**src/rtl/fp_pkg.sv**
```systemverilog
`default_nettype none
// ============================================================================
//  Module      : fp_pkg
//  Description : Shared types and constants for the FP adder front end
//                (exponent compare / significand align).
//  Revision    : 1.0 - initial release
// ============================================================================
package fp_pkg;

  // Default field widths for IEEE-754 single precision
  localparam int FP_EXP_W = 8;
  localparam int FP_MAN_W = 23;

  // Guard and round bits appended below the significand LSB
  localparam int GRD_BITS = 2;

  // Unpacked operand at the default field widths
  typedef struct packed {
    logic                sign;
    logic [FP_EXP_W-1:0] exp;
    logic [FP_MAN_W-1:0] man;
  } fp_unpacked_t;

  // Shift at which every significand bit (hidden + frac + guard/round) has left
  function automatic int SAT_SHIFT(input int man_w);
    return man_w + 1 + GRD_BITS;
  endfunction

endpackage
`default_nettype wire

```
**src/rtl/fp_rshift_sticky.sv**
```systemverilog
`default_nettype none
// ============================================================================
//  Module      : fp_rshift_sticky
//  Description : Combinational logical right shifter with a sticky OR of the
//                bits shifted out. The sticky tree is only built when
//                FP_ALIGN_STICKY_EN is defined; otherwise sticky is 0.
//  Revision    : 1.0 - initial release
// ============================================================================
module fp_rshift_sticky #(
  parameter int WIDTH   = 26,
  parameter int SHAMT_W = 5
) (
  input  logic [WIDTH-1:0]   i_sig,
  input  logic [SHAMT_W-1:0] i_shamt,
  output logic [WIDTH-1:0]   o_sig,
  output logic               o_sticky
);

  // Shift amounts >= WIDTH naturally yield zero
  assign o_sig = i_sig >> i_shamt;

`ifdef FP_ALIGN_STICKY_EN
  // Mask of the i_shamt lowest bits: exactly the bits that fall off the end
  logic [WIDTH-1:0] w_mask;
  assign w_mask   = ~({WIDTH{1'b1}} << i_shamt);
  assign o_sticky = |(i_sig & w_mask);
`else
  assign o_sticky = 1'b0;
`endif

endmodule
`default_nettype wire

```
**src/rtl/fp_exp_align_pipe.sv**
```systemverilog
`default_nettype none
// ============================================================================
//  Module      : fp_exp_align_pipe
//  Description : Two-stage exponent compare / significand align front end of
//                the FP adder. S1 compares exponents, swaps so the larger
//                exponent is "big" and clamps the shift; S2 right-aligns the
//                small significand with guard/round bits and sticky.
//                Valid/ready on both sides, throughput one pair per cycle.
//                Build option: FP_ALIGN_STICKY_EN enables sticky generation.
//  Revision    : 1.0 - initial release
// ============================================================================
module fp_exp_align_pipe
  import fp_pkg::*;
#(
  parameter int EXP_W   = 8,
  parameter int MAN_W   = 23,
  parameter int SHAMT_W = 5
) (
  input  logic               clk,
  input  logic               rst_n,
  input  logic               in_valid,
  output logic               in_ready,
  input  logic               a_sign,
  input  logic [EXP_W-1:0]   a_exp,
  input  logic [MAN_W-1:0]   a_man,
  input  logic               b_sign,
  input  logic [EXP_W-1:0]   b_exp,
  input  logic [MAN_W-1:0]   b_man,
  output logic               out_valid,
  input  logic               out_ready,
  output logic               lt,
  output logic [EXP_W-1:0]   exp_max,
  output logic               big_sign,
  output logic [MAN_W:0]     big_sig,
  output logic               small_sign,
  output logic [MAN_W+2:0]   small_sig,
  output logic               sticky,
  output logic [SHAMT_W-1:0] shamt,
  output logic               shift_sat
);

  localparam int c_sat_shift = SAT_SHIFT(MAN_W);
  localparam int c_aln_w     = MAN_W + 1 + GRD_BITS;

  // ---------------- S1 combinational compare / swap ----------------
  logic [EXP_W:0]   w_diff;
  logic [EXP_W:0]   w_mag;
  logic             w_lt;
  logic             w_sat;
  logic [SHAMT_W-1:0] w_shamt;
  logic [MAN_W:0]   w_a_sig;
  logic [MAN_W:0]   w_b_sig;

  assign w_diff  = {1'b0, a_exp} - {1'b0, b_exp};
  assign w_lt    = w_diff[EXP_W];
  assign w_mag   = w_lt ? -w_diff : w_diff;
  assign w_sat   = (w_mag >= (EXP_W+1)'(c_sat_shift));
  assign w_shamt = w_sat ? SHAMT_W'(c_sat_shift) : SHAMT_W'(w_mag);

  // Hidden bit is 0 only for a zero exponent (denormal or zero)
  assign w_a_sig = {|a_exp, a_man};
  assign w_b_sig = {|b_exp, b_man};

  // ---------------- handshake ----------------
  logic r1_valid;
  logic r2_valid;
  logic w_s2_can_load;
  logic w_s1_load;
  logic w_s2_load;

  assign w_s2_can_load = ~r2_valid | out_ready;
  assign in_ready      = ~r1_valid | w_s2_can_load;
  assign w_s1_load     = in_valid & in_ready;
  assign w_s2_load     = r1_valid & w_s2_can_load;

  // ---------------- S1 registers ----------------
  logic               r1_lt;
  logic               r1_sat;
  logic [SHAMT_W-1:0] r1_shamt;
  logic [EXP_W-1:0]   r1_exp_max;
  logic               r1_big_sign;
  logic [MAN_W:0]     r1_big_sig;
  logic               r1_small_sign;
  logic [MAN_W:0]     r1_small_sig;

  // S1: capture the swapped operand pair and clamped shift on accept
  always_ff @(posedge clk or negedge rst_n) begin
    if (!rst_n) begin
      r1_valid      <= 1'b0;
      r1_lt         <= 1'b0;
      r1_sat        <= 1'b0;
      r1_shamt      <= '0;
      r1_exp_max    <= '0;
      r1_big_sign   <= 1'b0;
      r1_big_sig    <= '0;
      r1_small_sign <= 1'b0;
      r1_small_sig  <= '0;
    end else begin
      if (in_ready) begin
        r1_valid <= in_valid;
      end
      if (w_s1_load) begin
        r1_lt         <= w_lt;
        r1_sat        <= w_sat;
        r1_shamt      <= w_shamt;
        r1_exp_max    <= w_lt ? b_exp   : a_exp;
        r1_big_sign   <= w_lt ? b_sign  : a_sign;
        r1_big_sig    <= w_lt ? w_b_sig : w_a_sig;
        r1_small_sign <= w_lt ? a_sign  : b_sign;
        r1_small_sig  <= w_lt ? w_a_sig : w_b_sig;
      end
    end
  end

  // ---------------- S2 align ----------------
  logic [c_aln_w-1:0] w_aln_sig;
  logic               w_sticky;

  fp_rshift_sticky #(
    .WIDTH   (c_aln_w),
    .SHAMT_W (SHAMT_W)
  ) u_rshift (
    .i_sig    ({r1_small_sig, {GRD_BITS{1'b0}}}),
    .i_shamt  (r1_shamt),
    .o_sig    (w_aln_sig),
    .o_sticky (w_sticky)
  );

  // S2: register the aligned result; hold while downstream stalls
  always_ff @(posedge clk or negedge rst_n) begin
    if (!rst_n) begin
      r2_valid   <= 1'b0;
      lt         <= 1'b0;
      exp_max    <= '0;
      big_sign   <= 1'b0;
      big_sig    <= '0;
      small_sign <= 1'b0;
      small_sig  <= '0;
      sticky     <= 1'b0;
      shamt      <= '0;
      shift_sat  <= 1'b0;
    end else begin
      if (w_s2_can_load) begin
        r2_valid <= r1_valid;
      end
      if (w_s2_load) begin
        lt         <= r1_lt;
        exp_max    <= r1_exp_max;
        big_sign   <= r1_big_sign;
        big_sig    <= r1_big_sig;
        small_sign <= r1_small_sign;
        small_sig  <= w_aln_sig;
        sticky     <= w_sticky;
        shamt      <= r1_shamt;
        shift_sat  <= r1_sat;
      end
    end
  end

  assign out_valid = r2_valid;

endmodule
`default_nettype wire

```
**config.mk**
```make
export PLATFORM = sky130hd
export DESIGN_NAME = fp_exp_align_pipe
export DESIGN_NICKNAME = d
export VERILOG_FILES = /design/src/rtl/fp_pkg.sv /design/src/rtl/fp_rshift_sticky.sv /design/src/rtl/fp_exp_align_pipe.sv
export SDC_FILE = /design/constraint.sdc
export NUM_CORES = 1
export LEC_CHECK = 0
export ABC_AREA = 1
export CAP_MARGIN = 20
export CORE_ASPECT_RATIO = 2
export CORE_MARGIN = 4
export CORE_UTILIZATION = 35
export CTS_CLUSTER_DIAMETER = 150
export CTS_CLUSTER_SIZE = 10
export DETAILED_ROUTE_END_ITERATION = 16
export SLEW_MARGIN = 20
export SYNTH_ARGS = -nofsm -noshare
export SYNTH_HDL_FRONTEND = slang
export SYNTH_HIERARCHICAL = 1
export SYNTH_SLANG_ARGS = --single-unit
```
**constraint.sdc**
```tcl
create_clock -name clk -period 4.19 [get_ports clk]
set_input_delay 0.838 -clock clk [delete_from_list [all_inputs] [get_ports clk]]
set_output_delay 0.838 -clock clk [all_outputs]
set_load 0.005 [all_outputs]
```
== Word level (Yosys, flattened, before mapping) ==
Cells that the tools add are included.

* Register bits: 134
* Logic and storage cells: 37

* Add/subtract/negate cells: 2
* Magnitude comparators: 1
* Shift operators: 1
* Mux-type cells: 7
* Bitwise logic cells: 6
* Reductions and logical operators: 2

{| class="wikitable"
|+ Operators by type and width
! operator !! count
|-
| $mux 24 || 2
|-
| $shr 26x5->26 || 1
|-
| $reduce_or 8->1 || 2
|-
| $ge 9x5->1 const B || 1
|-
| $mux 9 || 1
|-
| $neg 9->9 || 1
|-
| $sub 8x8->9 || 1
|-
| $mux 8 || 1
|-
| $mux 5 || 1
|-
| $and 1x1->1 || 2
|-
| $mux 1 || 2
|-
| $not 1->1 || 2
|-
| $or 1x1->1 || 2
|}

== Depth between registers and ports, before layout ==
* Depth after elaboration: 5
* Mapped depth: 18
* Depth with buffers taken out: 18

== By module ==
Netlist, hierarchy kept.

{| class="wikitable"
|+ By module, submodules not included
! module !! instances !! cells an instance !! area an instance (um^2) !! seq. area each (um^2)
|-
| fp_exp_align_pipe || 1 || 680 || 6221.0 || 3378.2
|-
| fp_rshift_sticky || 1 || 286 || 1391.3 || 0.0
|}

== Worst setup path before layout ==
Ideal clock, no wire load.

* Path kind: input to register
* Start point: input a_exp[0]
* End point: register r1_shamt[1]
* Setup time: 120 ps
* Data arrival time: 2608 ps
* Data required time: 4070 ps
* Path slack: 1462 ps
* Stages: 16
* Path buffers: 0
* Cell sequence: inv_1 -> ha_1 -> inv_1 -> fa_1 -> inv_1 -> ha_1 -> nand2_1 -> nand3b_1 -> nor2_2 -> nand3_1 -> nand2_1 -> nand3_2 -> nor2_4 -> nand2_1 -> nand2_1 -> nand2_1

* Cells in the longest elaborated chain, start to end: 5

{| class="wikitable"
|+ Ends and longest elaborated chain
! item !! line !! source
|-
| from (decl) || fp_exp_align_pipe.sv:24 || <nowiki>input logic [EXP_W-1:0] a_exp,</nowiki>
|-
| $sub 8x8->9 * || fp_exp_align_pipe.sv:54 || <nowiki>assign w_diff = {1'b0, a_exp} - {1'b0, b_exp};</nowiki>
|-
| $neg 9->9 || fp_exp_align_pipe.sv:56 || <nowiki>assign w_mag = w_lt ? -w_diff : w_diff;</nowiki>
|-
| $mux 9 * || fp_exp_align_pipe.sv:56 ||
|-
| $ge 9x5->1 || fp_exp_align_pipe.sv:57 || <nowiki>assign w_sat = (w_mag >= (EXP_W+1)'(c_sat_shift));</nowiki>
|-
| $mux 5 * || fp_exp_align_pipe.sv:58 || <nowiki>assign w_shamt = w_sat ? SHAMT_W'(c_sat_shift) : SHAMT_W'(w_mag);</nowiki>
|-
| to (signal assigned) || fp_exp_align_pipe.sv:105 || <nowiki>r1_shamt <= w_shamt;</nowiki>
|-
| to (decl) || fp_exp_align_pipe.sv:79 || <nowiki>logic [SHAMT_W-1:0] r1_shamt;</nowiki>
|}

Mark *: on every way between the ends. The rest lies on a longest branch, timed or not.
A chain may end at the register's enable or synchronous reset.

== Worst setup path after layout ==
* Start point: input a_exp[0]
* End point: register r1_exp_max[2]

* Cells in the longest elaborated chain, start to end: 2

{| class="wikitable"
|+ Ends and longest elaborated chain
! item !! line !! source
|-
| $sub 8x8->9 || fp_exp_align_pipe.sv:54 ||
|-
| $mux 8 || fp_exp_align_pipe.sv:106 || <nowiki>r1_exp_max <= w_lt ? b_exp : a_exp;</nowiki>
|-
| to (signal assigned) || fp_exp_align_pipe.sv:106 ||
|-
| to (decl) || fp_exp_align_pipe.sv:80 || <nowiki>logic [EXP_W-1:0] r1_exp_max;</nowiki>
|}

No other way between the ends.

==> impl_metrics.toml <==
[outcome]
run_status = "finished, final reports clean"

[clocking]
clockRootBuffer = "clkbuf_16"
clock_sinks = 135
clkSlewWorstSetupHoldPaths_ns = 0.06
postCtsHoldBufs = 0
cts_resized = 0
htree_levels = 4
post_cts_buffers = 0
insertion_delay_ns = 0.42
clock_tree_from_tritoncts = "done"
ctsLongestPathBuffers = 2
cts_inserted_buffers = 17

[synth]
async_reset_ff_frac = 1.00
synth.avg_cell_area_um2 = 7.88
synth_top_flop_cell = "dfrtp_1"
netlist_instances = 966
synthDistinctLibCells = 40
synth.largest_area_cell = "dfrtp_1"
synth.yosys.warnings = 6
synth_compound_gate_area_share = 0.120
synth.top_cells.by_area = "dfrtp_1 (44%), nand2_1 (11%), nand3_1 (8.7%), o21ai_0 (5.1%), mux2_2 (5.0%)"
synth_mux_area_frac = 0.0503
netlist_area_mm2 = 0.00761
synth_edf_count = 0
synth.yosys.seq_area_share = 0.444
post_synth_and_or_nand_nor_area_fraction = 0.277
synth_largest_type_area_fraction = 0.444
synth_adder_area_share = 0.0174
largest_family_of_logic_cells_by_synthesized_area = "simple AND/OR/NAND/NOR gates"
yosys_register_bits = 135
synth_xor_area_frac = 0.00230

[finish]
finish.cell_count_without_fillers = 1360
n_fill_cell = 2215
syn_to_final_growth_pct = 27.4
drive_above_1_share = 0.109
commonest_non_fill_non_tap_cell_in_the_layout = "nand2_1"
antenna_cells_inserted = 0
num-nets-final = 1152
layout_common_cells = "nand2_1 (212), clkdlybuf4s50_1 (136), dfrtp_1 (135), nand3_1 (133), o21ai_0 (78)"

[sta]
final_min_period_over_clock_period = 0.742
fmax_mhz = 322
slew_violations = 0
hold_ws_ns = 0.458
setup_tns_ns = 0
setup_viol_count_final = 0
timing_hold_violations_final = 0
fin_worst_skew_ns = 0.00978
rsz0062_at_grt = "no"
min_period_ns = 3.11
worst-slew-pin-transition_ns = 1.02
tightest_slew_margin_relative_to_the_limit = 0.319

[die]
core_area_mm2 = 0.0215
initial_core_util = 0.354
std_cell_rows = 76
ioPinCount = 138
chipHeight_um = 217
fp.dieW_um = 112
floorplan.die_area_mm2 = 0.0243

[pwr]
power.leakage_uw = 0.00449
net_switching_component_of_the_power_uw = 1690
p_per_area_mw_per_mm2 = 525
power.total_uw = 5090
share_clk_of_total_power = 0.310
ir_drop_v = 0.000307
power.internal_uw = 3390
p_seq_frac = 0.357
power.share.combinational = 0.333
power.switching_fraction = 0.333

[route]
vias = 6943
detail_route.wl_per_cell_um = 16.4
average_vias_per_placed_instance = 5.11
post-route-drc-count = 0
drtPass1Iterations = 5
antenna_left = 0
totalWireLength_um = 22300
violation_count_after_the_first_detailed_route_iteration = 411

[global_route]
gr-usage-met2 = 0.345
global_route.usage.met3 = 0.0349
groute.layer.met1.usage = 0.199
grt_pass1_wl_um = 35900
remaining_global_route_overflow = 0
first_global_vias = 6877
grt_use_total = 0.186
number_of_antenna_violations_at_the_first_check_in_global_routing = 0
grt_start_max_net_pins = 88
gr-max-usage-layer = "met2"

[setup_path]
crit_required_ns = 4.48
critPathArrivalTime_ns = 3.39
worst-path-max-fanout = 47
timing.critical_path.from_type = "input port"
timing.critical_path.to_type = "flip-flop"
timing_worst_setup_path_type = "input port to flip-flop"

[place]
placed_cells = 1328
gp_routability_congestion = 0.895
hpwlAfterDp_um = 16400
numPortBuffers = 137

[flow_run]
max_cap_viol_count = 0

[worst_hold_path]
hp-class = "input port to asynchronous set/reset pin"
[layer usage]
metal  part of all wire  wire [um]
met4              0.043        959
met3              0.039        862
met5                  0          0
met1               0.36       8040
met2               0.56      12500
[area by class of cell]
class                      count  area [um2]  area share
sequential                   135        3380       0.348
clock inverter                12         176      0.0182
inverter                      80         310      0.0320
tap                          273         342      0.0352
clock buffer                  20         447      0.0461
timing repair buffer         148        1470       0.151
multi-input combinational    692        3580       0.369
[state kept, by name (all words and copies together) (netlist names), 5 cells and up]
signal        cells
r1_small_sig     24
r1_shamt          5
small_sig        26
r1_big_sig       24
big_sig          24
shamt             5
r1_exp_max        8
exp_max           8
[stage by stage]
stage	setup WS (ns)	cell area (um2)	util
CTS	1.05	9700	0.451
floorplan	1.46	7620	-
detailed placement	0.600	9070	0.422
global placement	0.630	9070	0.422
finish	1.08	9700	0.451
global route	0.835	9700	0.451
[worst max-delay path: stages]
cell             delay [ns]
clkdlybuf4s50_1        0.49
inv_1                  0.06
ha_1                   0.18
inv_1                  0.10
fa_1                   0.23
nand2_1                0.09
nand2_2                0.11
nand3_2                0.10
nand2_4                0.28
buf_4                  0.48
a21oi_1                0.11
o21ai_0                0.17
o21ai_0                0.14
[power by group through the flow]
stage	sequential [uW]	clock [uW]	combinational, uW
final	1820	1580	1690
after detailed placement	1840	0	1710
after CTS	1820	1620	1710
after floorplan	1780	0	1000
after global placement	1840	0	1690
after global routing	1860	1670	1890
[synth_stat cells (2+ instances only)]
cell,n
a21oi_1,62
buf_1,2
buf_2,14
buf_4,8
buf_6,5
clkbuf_1,27
clkbuf_8,2
conb_1,2
dfrtp_1,135
ha_1,9
inv_1,74
inv_2,4
mux2_2,34
nand2_1,213
nand2_2,16
nand2_4,2
nand3_1,133
nand3_2,10
nand4_1,9
nor2_1,75
nor2_2,2
nor2_4,3
nor3_1,2
nor4_1,2
o21ai_0,78
o21ai_1,3
o22ai_1,26
xor2_1,2
[worst paths after layout]
kind	startpoint	to	slack [ns]	cells after the start
worst max-delay path	a_exp[0]	r1_exp_max[2]	1.08	13
worst min-delay path	rst_n	small_sign	0.46	1
min in group clk	exp_max[1]	exp_max[1]	0.48	2
worst min register to register	exp_max[1]	exp_max[1]	0.48	2
worst max register to register	r1_shamt[3]	small_sig[2]	1.73	5
max in group asynchronous	rst_n	shamt[0]	2.92	2
[kinds of logic after synthesis]
group | after synthesis
and+or+nand+nor | 469
AOI/OAI and AO/OA | 173
buffers and inverters | 141
DFF | 135
muxes | 34
adders and majority gates | 10
other | 2
xor gates and xnor gates | 2
Note: power is estimated with default switching activity, not from simulation.
